`src/rtl/doorbell_chime_ctrl.sv`:
```
// Doorbell chime sequencer: one press plays DING, optional silent GAP, then DONG,
// with a one-deep press queue and a registered sound gate / mux select.
module doorbell_chime_ctrl #(
   parameter int unsigned CNT_W       = 16,
   parameter int unsigned DING_CYCLES = 1000,
   parameter int unsigned GAP_CYCLES  = 200,
   parameter int unsigned DONG_CYCLES = 1500
) (
   input  logic clk,
   input  logic rst_n,
   input  logic enable,
   input  logic button,
   output logic sel,
   output logic sound_on,
   output logic busy,
   output logic done
);

   // Counter reload values are phase_len-1 so a phase of N clocks ends on the N-th edge.
   localparam logic [CNT_W-1:0] DING_LOAD = CNT_W'(DING_CYCLES - 1);
   localparam logic [CNT_W-1:0] GAP_LOAD  = (GAP_CYCLES == 0) ? '0 : CNT_W'(GAP_CYCLES - 1);
   localparam logic [CNT_W-1:0] DONG_LOAD = CNT_W'(DONG_CYCLES - 1);
   localparam bit               HAS_GAP   = (GAP_CYCLES != 0);

   typedef enum logic [1:0] {
      ST_IDLE = 2'd0,
      ST_DING = 2'd1,
      ST_GAP  = 2'd2,
      ST_DONG = 2'd3
   } state_e;

   state_e           state_q, state_d;
   logic [CNT_W-1:0] cnt_q, cnt_d;
   logic             pending_q, pending_d;
   logic             button_q;
   logic             done_d;
   logic             sel_q, sound_on_q, busy_q, done_q;
   logic             press;
   logic             expire;

   assign press  = button & ~button_q;
   assign expire = (cnt_q == '0);

   // Next-state, counter and queue logic.
   always_comb begin
      state_d   = state_q;
      cnt_d     = (state_q == ST_IDLE) ? cnt_q : cnt_q - CNT_W'(1);
      pending_d = pending_q;
      done_d    = 1'b0;

      if (!enable) begin
         state_d   = ST_IDLE;
         cnt_d     = '0;
         pending_d = 1'b0;
      end else begin
         case (state_q)
            ST_IDLE: begin
               if (press) begin
                  state_d = ST_DING;
                  cnt_d   = DING_LOAD;
               end
            end
            ST_DING: begin
               if (press) pending_d = 1'b1;
               if (expire) begin
                  if (HAS_GAP) begin
                     state_d = ST_GAP;
                     cnt_d   = GAP_LOAD;
                  end else begin
                     state_d = ST_DONG;
                     cnt_d   = DONG_LOAD;
                  end
               end
            end
            ST_GAP: begin
               if (press) pending_d = 1'b1;
               if (expire) begin
                  state_d = ST_DONG;
                  cnt_d   = DONG_LOAD;
               end
            end
            ST_DONG: begin
               if (expire) begin
                  // A press on the expiry edge restarts directly instead of queueing.
                  done_d    = 1'b1;
                  pending_d = 1'b0;
                  if (pending_q || press) begin
                     state_d = ST_DING;
                     cnt_d   = DING_LOAD;
                  end else begin
                     state_d = ST_IDLE;
                     cnt_d   = '0;
                  end
               end else if (press) begin
                  pending_d = 1'b1;
               end
            end
            default: begin
               state_d   = ST_IDLE;
               cnt_d     = '0;
               pending_d = 1'b0;
            end
         endcase
      end
   end

   // State, counter and edge-detect registers.
   always_ff @(posedge clk or negedge rst_n) begin
      if (!rst_n) begin
         state_q   <= ST_IDLE;
         cnt_q     <= '0;
         pending_q <= 1'b0;
         button_q  <= 1'b0;
      end else begin
         state_q   <= state_d;
         cnt_q     <= cnt_d;
         pending_q <= pending_d;
         button_q  <= button;
      end
   end

   // Outputs decoded from the next state so they change on the same edge as the state.
   always_ff @(posedge clk or negedge rst_n) begin
      if (!rst_n) begin
         sel_q      <= 1'b0;
         sound_on_q <= 1'b0;
         busy_q     <= 1'b0;
         done_q     <= 1'b0;
      end else begin
         sel_q      <= (state_d == ST_DONG);
         sound_on_q <= (state_d == ST_DING) || (state_d == ST_DONG);
         busy_q     <= (state_d != ST_IDLE);
         done_q     <= done_d;
      end
   end

   assign sel      = sel_q;
   assign sound_on = sound_on_q;
   assign busy     = busy_q;
   assign done     = done_q;

endmodule

```
`config.mk`:
```
export PLATFORM = sky130hd
export DESIGN_NAME = doorbell_chime_ctrl
export DESIGN_NICKNAME = d
export VERILOG_FILES = /design/src/rtl/doorbell_chime_ctrl.sv
export SDC_FILE = /design/constraint.sdc
export NUM_CORES = 1
export LEC_CHECK = 0
export CAP_MARGIN = 25
export CELL_PAD_IN_SITES_DETAIL_PLACEMENT = 1
export CELL_PAD_IN_SITES_GLOBAL_PLACEMENT = 1
export CORE_MARGIN = 4
export CORE_UTILIZATION = 43
export CTS_BUF_LIST = sky130_fd_sc_hd__clkbuf_2 sky130_fd_sc_hd__clkbuf_4 sky130_fd_sc_hd__clkbuf_8
export DETAILED_ROUTE_END_ITERATION = 10
export GPL_ROUTABILITY_DRIVEN = 0
export PLACE_DENSITY = 0.8
export SLEW_MARGIN = 20
export SYNTH_ARGS = -nofsm -noshare
export SYNTH_HDL_FRONTEND = slang
export SYNTH_SLANG_ARGS = --single-unit
```
`constraint.sdc`:
```
create_clock -name clk -period 1.97 [get_ports clk]
set_input_delay 0.394 -clock clk [delete_from_list [all_inputs] [get_ports clk]]
set_output_delay 0.394 -clock clk [all_outputs]
set_load 0.005 [all_outputs]
```
==> out/metrics.cfg <==
[global_route]
grt_usage_pct = 24.78
grt_overflow_total = 0
antenna_found_initial = 0
grt_start_max_net_pins = 24
via_count_of_the_first_global_routing_pass = 1496
grt_first_pass_wirelength_microns = 7838

[outcome]
failing_checks = negative setup slack
status = finished, violations left

[critical_path]
critical_path.startpoint_type = flop
critical_path_peak_fanout = 19
worst-endpoint-required_ps = 2180
worst_setup_path_startpoint = state_q[1]$_DFF_PN0_
rr_startpoint = state_q[1]$_DFF_PN0_
worst-setup-path-type = flop to flop
crit_arrival_ps = 2410
worst_setup_path_end_kind = flop

[place]
pre_cts_slack_ps = -215.3
placedCellCount = 226
place_hpwl_microns = 3244
placement.io_buffers = 7

[finish]
num-nets-final = 204
multi_input_area_sq_um = 929.6
drive_gt1_share_pct = 36.08
final_core_utilization_pct = 64.02
ant_cells = 0
num-fill-cells = 335
number_of_standard_cells_in_the_final_layout_excluding_fillers = 238
area.growth.synth_to_final_pct = 42.02
final-seq-area_sq_um = 576.8

[sta]
final_cycle_share_pct = 111.6
achievable-frequency_mhz = 455.0
final.setup_skew_ps = 8.469
max-slew-margin-rel_pct = 61.38
grt_setup_unrepaired = true
final.min_clock_period_ps = 2198
fin_hold_ws_ps = 397.5
hold_violations = 0
worst-slew-pin-transition_ps = 573.3
slew_viols_final = 0
finalSetupViolCount = 21
post-route-worst-setup-slack_ps = -227.7

[clock_tree]
cts.clk_slew.worst_paths_ps = 150
worst_skew_pair.late_latency_ps = 340
buffer_levels_on_the_longest_clock_path = 2
clock-root-buffer = clkbuf_4
htreeDepth = 1
tritoncts = done
post_cts_hold_buffer_count = 0
tritoncts.num_buffers = 3
cts_num_sinks = 23

[routing]
detail_route.iter0.violations = 125
drt-pass1-iter-count = 4
viasPerCell = 5.857
drc = 0
route.detailed.wl_per_inst_microns = 22.78
vias = 1394
number_of_nets_still_failing_antenna_checks_after_routing = 0
detail_route.wirelength_microns = 5421

[synth]
syn-cell-area_sq_mm = 0.001388
synth.top_cells.by_count = nor2_1, dfrtp_1, o21ai_0
postSynthRegisterBits = 23
synthDistinctLibCells = 44
synth.most_common_cell = nor2_1
synth.top_cell.area_share_pct = 41.48
synth_enable_flop_cells = 0
synth_area_per_cell_sq_um = 9.313
dominantRegCellSynth = dfrtp_1
postSynthCellCount = 149
async_flop_share_pct = 100.0
synth.top_cells.by_area = dfrtp_1, nor2_1, ha_1
synth-seq-area-share_pct = 41.48
yosys_warnings = 0
synthesis.nets = 158
synth.largest_area_cell = dfrtp_1

[floorplan]
fp.dieH_microns = 64.81
dieArea_sq_mm = 0.004200
boundaryPins = 8
core-area_sq_mm = 0.003078
effective_utilization_at_floorplan_pct = 45.08
die_x_microns = 64.81
placement_rows = 20

[power_and_ir_drop]
power.ir.vdd_worst_mv = 0.9207
power-per-cell-area_mw_per_mm2 = 1776
total_leakage_power_uw = 0.0008882

[job]
max_cap_viol_count = 0

[hold_path]
worstHoldPathType = input port to asynchronous set/reset pin

-- final timing paths --
| check | slack (ps) | to | cells after the start |
|---|---|---|---|
| setup / recovery | -230 | cnt_q[10]$_DFF_PN0_ | 8 |
| hold / removal | 400 | cnt_q[0]$_DFF_PN0_ | 2 |
| setup reg to reg | -230 | cnt_q[10]$_DFF_PN0_ | 8 |
| hold reg to reg | 640 | cnt_q[15]$_DFF_PN0_ | 2 |
| max in group asynchronous | 1300 | state_q[0]$_DFF_PN0_ | 2 |
| min in group clk | 640 | cnt_q[15]$_DFF_PN0_ | 2 |
-- power breakdown --
group          switching (uW)  total (uW)  internal (uW)
logic                    1380        2560           1180
registers                 106         690            584
clock network             172         248           76.6
total                    1660        3500           1840
-- per-stage QoR --
step / power, uW / setup TNS (ps) / area (sq um)
final: 3500 / -3377 / 1971
after global routing: 3688 / -4716 / 1971
after CTS: 3093 / -2677 / 1856
after detailed placement: 2579 / -2836 / 1730
after global placement: 2455 / -1063 / 1730
after floorplan: 1816 / -636.5 / 1403
-- cell usage in the layout, fill, tap and decap left out, types with 5 or more instances in the layout --
| cell | Yosys | final |
|---|---|---|
| o21ai_0 | 12 | 12 |
| nor2_1 | 25 | 24 |
| nand2_1 | 7 | 7 |
| dfrtp_1 | 23 | 22 |
| buf_4 | 0 | 32 |
| clkdlybuf4s50_1 | 0 | 7 |
| inv_1 | 7 | 5 |
| xnor2_1 | 7 | 7 |
-- state kept, by name, summed over array words and instances (netlist names) --
register / cells
button_q: 1
cnt_q: 16
pending_q: 1
busy: 1
state_q: 2
sel: 1
done: 1
-- layer usage --
layer	track usage, %	up-vias	share of wire, %
met5	0	-	0
met4	7.388	0	2.8
met3	2.773	14	3.7
met2	44.06	41	52
met1	31.35	714	41
li1	-	625	-
-- worst max-delay path, cell delays in order (launching register included) --
cell and delay [ps]:
dfrtp_1 470, inv_1 120, ha_1 230, buf_4 230
nor2b_2 220, o31a_1 290, a21boi_0 200, o21ai_0 130
o21ai_0 190
-- kinds of logic (layout without fill, tap and decap cells) --
family          Yosys count  in the layout  synth area share (%)
mux                       1              1                0.8115
xor+xnor                 11             11                 6.943
buf+inv                   9             54                 2.434
fa+ha+maj                 5              5                 4.509
compound gates           32             32                 15.69
simple gates             68             68                 28.13
flops                    23             23                 41.48
-- repair_timing --
action                                  CTS  global route
endpoints found under the setup margin   20            21
pin swaps                                 9             9
resized for setup                        15            17
cloned                                    0             0
setup buffers                             5             4
-- area by class of cell --
cell class | instances | area share [%]
Timing Repair Buffer | 43 | 18.03
Multi-Input combinational cell | 117 | 47.17
Clock inverter | 1 | 0.2540
Inverter | 7 | 1.333
Sequential cell | 23 | 29.27
Clock buffer | 3 | 1.143
Tap cell | 44 | 2.794
No activity file was read; power rests on OpenSTA's default activity.
